`src/rtl/riscv_cpu_pkg.sv`:
```
// Shared CPU package: datapath widths, memory opcode/funct3 constants,
// memory-stage FSM states and access-size helpers.
package riscv_cpu_pkg;

    localparam int unsigned DATA_WIDTH = 32;
    localparam int unsigned CSR_WIDTH  = 4;

    localparam logic [6:0] OPCODE_LOAD  = 7'b0000011;
    localparam logic [6:0] OPCODE_STORE = 7'b0100011;

    localparam logic [2:0] F3_B  = 3'b000;
    localparam logic [2:0] F3_H  = 3'b001;
    localparam logic [2:0] F3_W  = 3'b010;
    localparam logic [2:0] F3_BU = 3'b100;
    localparam logic [2:0] F3_HU = 3'b101;

    typedef enum logic [1:0] {
        MEM_IDLE,
        MEM_REQ,
        MEM_WAIT
    } mem_state_e;

    typedef enum logic [1:0] {
        SIZE_B,
        SIZE_H,
        SIZE_W
    } mem_size_e;

    // Unsigned byte/half encodings only exist for loads; anything unknown is a word
    function automatic mem_size_e mem_size(input logic [2:0] funct3, input logic is_load);
        if (funct3 == F3_B || (is_load && funct3 == F3_BU)) begin
            return SIZE_B;
        end else if (funct3 == F3_H || (is_load && funct3 == F3_HU)) begin
            return SIZE_H;
        end else begin
            return SIZE_W;
        end
    endfunction

    function automatic logic [3:0] mem_be(input mem_size_e size, input logic [1:0] addr);
        case (size)
            SIZE_B:  return 4'b0001 << addr;
            SIZE_H:  return 4'b0011 << {addr[1], 1'b0};
            default: return 4'b1111;
        endcase
    endfunction

endpackage

```
`src/rtl/mem_stage_if.sv`:
```
// OBI-style data-memory port: req/gnt address phase, rvalid response phase.
interface mem_stage_if;

    logic        data_req;
    logic        data_gnt;
    logic [31:0] data_addr;
    logic        data_we;
    logic [3:0]  data_be;
    logic [31:0] data_wdata;
    logic        data_rvalid;
    logic [31:0] data_rdata;

    modport master (
        output data_req, data_addr, data_we, data_be, data_wdata,
        input  data_gnt, data_rvalid, data_rdata
    );

    modport slave (
        input  data_req, data_addr, data_we, data_be, data_wdata,
        output data_gnt, data_rvalid, data_rdata
    );

endinterface

```
`src/rtl/mem_stage_load_align.sv`:
```
// Load lane select and sign/zero extension for RV32I loads.
module load_align
    import riscv_cpu_pkg::*;
(
    input  logic [31:0] rdata,
    input  logic [1:0]  addr,
    input  logic [2:0]  funct3,
    output logic [31:0] data_ext
);

    logic [31:0] shifted;
    logic [7:0]  byte_sel;
    logic [15:0] half_sel;

    // Pick the addressed lane and extend it to a full word
    always_comb begin
        shifted  = rdata >> {addr, 3'b000};
        byte_sel = shifted[7:0];
        half_sel = addr[1] ? rdata[31:16] : rdata[15:0];
        case (funct3)
            F3_B:    data_ext = {{24{byte_sel[7]}}, byte_sel};
            F3_BU:   data_ext = {24'h0, byte_sel};
            F3_H:    data_ext = {{16{half_sel[15]}}, half_sel};
            F3_HU:   data_ext = {16'h0, half_sel};
            default: data_ext = rdata;
        endcase
    end

endmodule

```
`src/rtl/mem_stage.sv`:
```
// RV32I memory stage: issues loads/stores on the data port, stalls upstream
// while a transaction is outstanding and registers the write-back result.
// Optional feature macro: MEM_MISALIGN_TRAP_EN (trap misaligned accesses
// instead of issuing them with a forced-aligned address).
module mem_stage #(
    parameter int unsigned DATA_WIDTH = riscv_cpu_pkg::DATA_WIDTH,
    parameter int unsigned CSR_WIDTH  = riscv_cpu_pkg::CSR_WIDTH
) (
    input  logic                  clk_i,
    input  logic                  rst_ni,
    input  logic                  valid_i,
    input  logic [31:0]           instr_rdata_i,
    input  logic [31:0]           pc_ex_i,
    input  logic [DATA_WIDTH-1:0] alu_result_i,
    input  logic [DATA_WIDTH-1:0] data_b_i,
    input  logic [CSR_WIDTH-1:0]  csr_i,
    output logic                  stall_o,
    mem_stage_if.master           dmem,
    output logic                  valid_o,
    output logic [31:0]           pc_mem_o,
    output logic [31:0]           instr_rdata_o,
    output logic [DATA_WIDTH-1:0] result_o,
    output logic [CSR_WIDTH-1:0]  csr_o,
    output logic                  misaligned_o
);

    import riscv_cpu_pkg::*;

    mem_state_e  state_q, state_d;
    logic [6:0]  opcode;
    logic [2:0]  funct3;
    logic        is_load, is_store;
    mem_size_e   size;
    logic        misalign;
    logic        mem_op;
    logic        req, stall;
    logic [31:0] load_data;

    assign opcode   = instr_rdata_i[6:0];
    assign funct3   = instr_rdata_i[14:12];
    assign is_load  = (opcode == OPCODE_LOAD);
    assign is_store = (opcode == OPCODE_STORE);
    assign size     = mem_size(funct3, is_load);

`ifdef MEM_MISALIGN_TRAP_EN
    // Flag half/word accesses whose address is not naturally aligned
    always_comb begin
        misalign = 1'b0;
        if (valid_i && (is_load || is_store)) begin
            case (size)
                SIZE_H:  misalign = alu_result_i[0];
                SIZE_W:  misalign = |alu_result_i[1:0];
                default: misalign = 1'b0;
            endcase
        end
    end
`else
    assign misalign = 1'b0;
`endif

    assign mem_op = valid_i && (is_load || is_store) && !misalign;

    // FSM state register
    always_ff @(posedge clk_i or negedge rst_ni) begin
        if (!rst_ni) begin
            state_q <= MEM_IDLE;
        end else begin
            state_q <= state_d;
        end
    end

    // Next-state, request and stall; the entry cycle requests directly from IDLE
    always_comb begin
        state_d = state_q;
        req     = 1'b0;
        stall   = 1'b0;
        case (state_q)
            MEM_IDLE: begin
                if (mem_op) begin
                    req     = 1'b1;
                    stall   = 1'b1;
                    state_d = dmem.data_gnt ? MEM_WAIT : MEM_REQ;
                end
            end
            MEM_REQ: begin
                req   = 1'b1;
                stall = 1'b1;
                if (dmem.data_gnt) begin
                    state_d = MEM_WAIT;
                end
            end
            MEM_WAIT: begin
                stall = !dmem.data_rvalid;
                if (dmem.data_rvalid) begin
                    state_d = MEM_IDLE;
                end
            end
            default: state_d = MEM_IDLE;
        endcase
    end

    assign dmem.data_req = req && rst_ni;
    assign stall_o       = stall && rst_ni;

    // Address-phase signals, zeroed whenever no request is presented
    always_comb begin
        dmem.data_addr  = '0;
        dmem.data_we    = 1'b0;
        dmem.data_be    = '0;
        dmem.data_wdata = '0;
        if (dmem.data_req) begin
            dmem.data_addr = {alu_result_i[31:2], 2'b00};
            dmem.data_we   = is_store;
            dmem.data_be   = mem_be(size, alu_result_i[1:0]);
            case (size)
                SIZE_B:  dmem.data_wdata = {4{data_b_i[7:0]}};
                SIZE_H:  dmem.data_wdata = {2{data_b_i[15:0]}};
                default: dmem.data_wdata = data_b_i;
            endcase
        end
    end

    load_align u_load_align (
        .rdata    (dmem.data_rdata),
        .addr     (alu_result_i[1:0]),
        .funct3   (funct3),
        .data_ext (load_data)
    );

    // Write-back register: bubble while stalled, otherwise capture the stage result
    always_ff @(posedge clk_i or negedge rst_ni) begin
        if (!rst_ni) begin
            valid_o       <= 1'b0;
            pc_mem_o      <= '0;
            instr_rdata_o <= '0;
            result_o      <= '0;
            csr_o         <= '0;
        end else if (stall_o) begin
            valid_o <= 1'b0;
        end else begin
            valid_o       <= valid_i;
            pc_mem_o      <= pc_ex_i;
            instr_rdata_o <= instr_rdata_i;
            result_o      <= (is_load && !misalign) ? load_data : alu_result_i;
            csr_o         <= csr_i;
        end
    end

`ifdef MEM_MISALIGN_TRAP_EN
    // Misalign flag travels with the registered result
    always_ff @(posedge clk_i or negedge rst_ni) begin
        if (!rst_ni) begin
            misaligned_o <= 1'b0;
        end else if (!stall_o) begin
            misaligned_o <= misalign;
        end
    end
`else
    assign misaligned_o = 1'b0;
`endif

endmodule

```
`src/flat_wrapper.sv`:
```
// flat-port wrapper written by rule: the top's interface ports become plain ports
module mem_stage_flat import riscv_cpu_pkg::*;
#(
    parameter int unsigned DATA_WIDTH = riscv_cpu_pkg::DATA_WIDTH,
    parameter int unsigned CSR_WIDTH  = riscv_cpu_pkg::CSR_WIDTH
)
  (clk_i, rst_ni, valid_i, instr_rdata_i, pc_ex_i, alu_result_i, data_b_i, csr_i, stall_o, valid_o, pc_mem_o, instr_rdata_o, result_o, csr_o, misaligned_o, dmem_data_req, dmem_data_addr, dmem_data_we, dmem_data_be, dmem_data_wdata, dmem_data_gnt, dmem_data_rvalid, dmem_data_rdata);
  mem_stage_if dmem_i ();
  input  logic clk_i;
  input  logic rst_ni;
  input  logic valid_i;
  input  logic [31:0] instr_rdata_i;
  input  logic [31:0] pc_ex_i;
  input  logic [DATA_WIDTH-1:0] alu_result_i;
  input  logic [DATA_WIDTH-1:0] data_b_i;
  input  logic [CSR_WIDTH-1:0] csr_i;
  output logic stall_o;
  output logic valid_o;
  output logic [31:0] pc_mem_o;
  output logic [31:0] instr_rdata_o;
  output logic [DATA_WIDTH-1:0] result_o;
  output logic [CSR_WIDTH-1:0] csr_o;
  output logic misaligned_o;
  output wire logic [$bits(dmem_i.data_req)-1:0] dmem_data_req;
  output wire logic [$bits(dmem_i.data_addr)-1:0] dmem_data_addr;
  output wire logic [$bits(dmem_i.data_we)-1:0] dmem_data_we;
  output wire logic [$bits(dmem_i.data_be)-1:0] dmem_data_be;
  output wire logic [$bits(dmem_i.data_wdata)-1:0] dmem_data_wdata;
  input wire logic [$bits(dmem_i.data_gnt)-1:0] dmem_data_gnt;
  input wire logic [$bits(dmem_i.data_rvalid)-1:0] dmem_data_rvalid;
  input wire logic [$bits(dmem_i.data_rdata)-1:0] dmem_data_rdata;
  assign dmem_data_req = dmem_i.data_req;
  assign dmem_data_addr = dmem_i.data_addr;
  assign dmem_data_we = dmem_i.data_we;
  assign dmem_data_be = dmem_i.data_be;
  assign dmem_data_wdata = dmem_i.data_wdata;
  assign dmem_i.data_gnt = dmem_data_gnt;
  assign dmem_i.data_rvalid = dmem_data_rvalid;
  assign dmem_i.data_rdata = dmem_data_rdata;
  mem_stage #(.DATA_WIDTH(DATA_WIDTH), .CSR_WIDTH(CSR_WIDTH)) u_core (.clk_i(clk_i), .rst_ni(rst_ni), .valid_i(valid_i), .instr_rdata_i(instr_rdata_i), .pc_ex_i(pc_ex_i), .alu_result_i(alu_result_i), .data_b_i(data_b_i), .csr_i(csr_i), .stall_o(stall_o), .dmem(dmem_i), .valid_o(valid_o), .pc_mem_o(pc_mem_o), .instr_rdata_o(instr_rdata_o), .result_o(result_o), .csr_o(csr_o), .misaligned_o(misaligned_o));
endmodule
```
`config.mk`:
```
export PLATFORM = sky130hd
export DESIGN_NAME = mem_stage_flat
export DESIGN_NICKNAME = d
export VERILOG_FILES = /design/src/rtl/riscv_cpu_pkg.sv /design/src/rtl/mem_stage_if.sv /design/src/rtl/mem_stage_load_align.sv /design/src/rtl/mem_stage.sv /design/src/flat_wrapper.sv
export SDC_FILE = /design/constraint.sdc
export NUM_CORES = 1
export LEC_CHECK = 0
export CAP_MARGIN = 25
export CORE_UTILIZATION = 35
export CTS_CLUSTER_SIZE = 40
export DETAILED_ROUTE_END_ITERATION = 7
export GPL_TIMING_DRIVEN = 0
export HOLD_SLACK_MARGIN = 0.05
export PLACE_DENSITY = 0.77
export SETUP_SLACK_MARGIN = 0.4
export SYNTH_ARGS = -nofsm -noshare
export SYNTH_HDL_FRONTEND = slang
export SYNTH_HIERARCHICAL = 1
export SYNTH_SLANG_ARGS = --single-unit
```
`constraint.sdc`:
```
create_clock -name clk_i -period 2 [get_ports clk_i]
set_input_delay 0.4 -clock clk_i [delete_from_list [all_inputs] [get_ports clk_i]]
set_output_delay 0.4 -clock clk_i [all_outputs]
set_load 0.02 [all_outputs]
```
==> flow_summary.toml <==
[run_status]
status = "finished, violations left"
violations = "negative hold slack, negative setup slack"

[timing]
relSlewSlack = 0.653
rsz0062_at_grt = "true"
slew_violations = 0
period_needed_ps = 2590
setup_ws_ps = -592
fmax_mhz = 386
hold_viol = 51
finalSetupViolCount = 170
fin_crit_sh = 1.30
fin_skew_ps = 8.70
tightest_slew_ps = 519
hold_ws_ps = -83.4

[drt]
routed_wl_um = 22300
via_per_inst = 4.97
dr_wl_met3_um = 1390
dr_wl_met2_um = 11100
wirelength_met1_um = 9280
vias = 5565
drt_pass1_iterations = 4
drc = 0
routedWlPerCell_um = 19.9
drtIter0Drc = 258
top_layer = "met4"
ant_nets = 0

[clock_network]
tritoncts.num_buffers = 9
htreeDepth = 3
clock_latency_ps = 350
cts.sinks = 103
clk_pin_slew_ps = 80
cts_root_buf = "clkbuf_16"
cts_tree = "built"
cts_buffer_depth = 2

[run]
cap_viol_max_count = 0

[layout]
antenna-diode-count = 0
area_delta_synth_final_pct = 85.8
n_fill_cell = 1290
fin_nets = 1064
drive_above_1_share = 0.418
stdcell_area_um2 = 11200

[place]
io_buffers = 338
gp_congestion = 0.928
dpl_worst_slack_ps = -1600
dp_hpwl_um = 16700
place_area_um2 = 10400

[floorplan]
ios = 342
placement_rows = 47
coreArea_um2 = 16700
die_area_um2 = 17700
fp.dieW_um = 133
initial_utilization = 0.360
die_h_um = 133

[critical_path]
reg2reg_depth = 9
path_buf_inv = 4
r2r_end = "u_core/result_o[12]"
start_kind = "flop"
reg2reg_slack_ps = -370
slowest_stage = "or4b_4"
max_stage_delay_ps = 500
worstSetupPathType = "flop to output port"
cp-end-kind = "output port"
critPathRequiredTime_ps = 1600
crit_family = "buffers and inverters"
r2r-start = "u_core/state_q[1]"
arrival_ps = 2190
crit_fanout = 6
crit_path_cell_trace = "or4b_4, o22ai_4, buf_6, nand2_8, clkbuf_16, clkbuf_16, a21oi_4, buf_6"

[synth]
avgSynthCellArea_um2 = 11.6
yosysUniqueCellTypes = 44
syn_area_um2 = 6020
ys_warn_count = 6
synth-seq-cells = 103
syn_inst = 517
seq_area_frac_synth = 0.428

[power]
peakVddDrop_mv = 0.392
p_total_mw = 5.50
leakagePower_nw = 5.40
pwr_density_cell_nw_per_um2 = 491

[global_route]
grt_pass1_wl_um = 33500
overflow = 0
first_global_vias = 5714
antenna_found_initial = 0
grt_max_degree = 56
grt_use_total = 0.248

[hold_path]
hp-class = "input pin to asynchronous set/reset pin"
-- cell type report --
class	count	area (um^2)	share of cell area
plain buffers	42	483	0.0432
clock buffers	9	225	0.0201
clock inverters	7	66.3	0.00593
inverters	5	28.8	0.00257
multi-input cells	369	3770	0.338
flip-flops and latches	103	2580	0.230
well taps	220	275	0.0246
repair buffers	365	3750	0.336
-- timing repair --
item | CTS | global route
pin swaps | 10 | 4
setup buffers | 17 | 4
cloned | 4 | 1
resized for setup | 447 | 38
setup endpoints to repair | 273 | 245
endpoints found under the hold margin | 51 | 51
-- cells in the mapped netlist, drive strengths merged --
library cell,n,area [um^2]
or4b,1,10.0
nand2b,2,12.5
mux4,1,22.5
a21oi,26,130
o22ai,2,25.0
nor2,14,52.6
o211ai,2,15.0
a211oi,8,60.1
o311ai,1,8.76
o32ai,1,8.76
buf,23,184
mux2,137,1840
nand2,64,245
or2,1,6.26
and3,39,244
conb,1,3.75
nor3b,2,26.3
mux2i,12,120
dfrtp,103,2580
nand3,9,45.0
clkinv,1,3.75
nor2b,5,31.3
a22oi,8,60.1
nor3,2,10.0
o22a,1,8.76
clkbuf,19,71.3
nand4bb,1,11.3
o21bai,3,33.8
o21ai,19,98.9
and2,1,6.26
nand3b,1,7.51
inv,4,15.0
a21o,1,7.51
nor4,1,12.5
or4,1,7.51
-- per-stage QoR --
stage	hold slack [ps]	std cells	util	setup TNS, ps
6_report	-83.4	1120	0.670	-64920
3_3_place_gp	490	1077	0.619	-1061010
4_1_cts	-85.1	1115	0.660	-71890
3_5_place_dp	492	1078	0.620	-179540
2_1_floorplan	104	519	-	-5710
5_1_grt	-69.7	1120	0.670	-75720
-- logic make-up (layout without fill, tap and decap cells) --
kind of cell	Yosys count	count (layout)	synth area share
mux	150	150	0.329
simple gates	144	144	0.121
flops	103	103	0.428
compound gates	72	72	0.0759
buf+inv	47	428	0.0455
other cells	1	3	0.000623
-- flip-flops by register name, summed over array words and instances (netlist names) --
register	cells
u_core/valid_o	1
u_core/csr_o	4
u_core/instr_rdata_o	32
u_core/state_q	2
u_core/result_o	32
u_core/pc_mem_o	32
-- worst reg2reg max path: stages (launching register included) --
cell	delay, ps
dfrtp_1	390
or4b_4	500
o22ai_4	140
buf_6	180
buf_6	120
o21ai_4	60
buf_12	150
buf_4	210
buf_6	200
mux2_4	310
-- placed cells by master (no fill, tap or decap), types with 3 or more instances in the layout --
cell and count:
buf_2 7, a21oi_1 6, dfrtp_1 103, a211oi_2 5, and3_2 30, a21oi_4 19, clkbuf_8 5, nor2b_1 5
mux2_2 18, nand3_1 9, nand2_1 61, inv_6 3, clkbuf_1 6, clkbuf_16 15, nor2_1 13, buf_8 6
clkdlybuf4s50_1 204, dlymetal6s2s_1 29, buf_12 4, clkdlybuf4s15_2 18, and3_4 9, o21ai_0 17, buf_6 51, dlygate4sd2_1 31
conb_1 3, buf_4 34, mux2i_1 12, a211oi_4 3, a22oi_1 8, mux2_4 119
-- report_power, final --
group / leakage [nW] / internal (mW) / switching, mW
Combinational: 4.05 / 0.811 / 0.656
Clock: 0.142 / 0.877 / 0.886
Sequential: 1.20 / 2.20 / 0.0635
Total: 5.40 / 3.89 / 1.61
-- worst max path at each step --
stage	slack [ps]	from	depth (start not counted)	end
after floorplan	-160	u_core/state_q[1]	6	dmem_data_be[0]
after global placement	-4670	rst_ni	5	dmem_data_addr[20]
after detailed placement	-1600	instr_rdata_i[13]	7	dmem_data_wdata[15]
after CTS	-660	u_core/state_q[1]	8	dmem_data_wdata[20]
after global routing	-650	u_core/state_q[1]	8	dmem_data_wdata[20]
final	-590	u_core/state_q[1]	8	dmem_data_wdata[20]
-- routing by layer --
metal,up-vias,GRT usage
li1,2592,-
met1,2724,0.302
met2,218,0.433
met3,31,0.0483
met4,0,0.0903
met5,-,0
(Power assumes the default switching activity.)
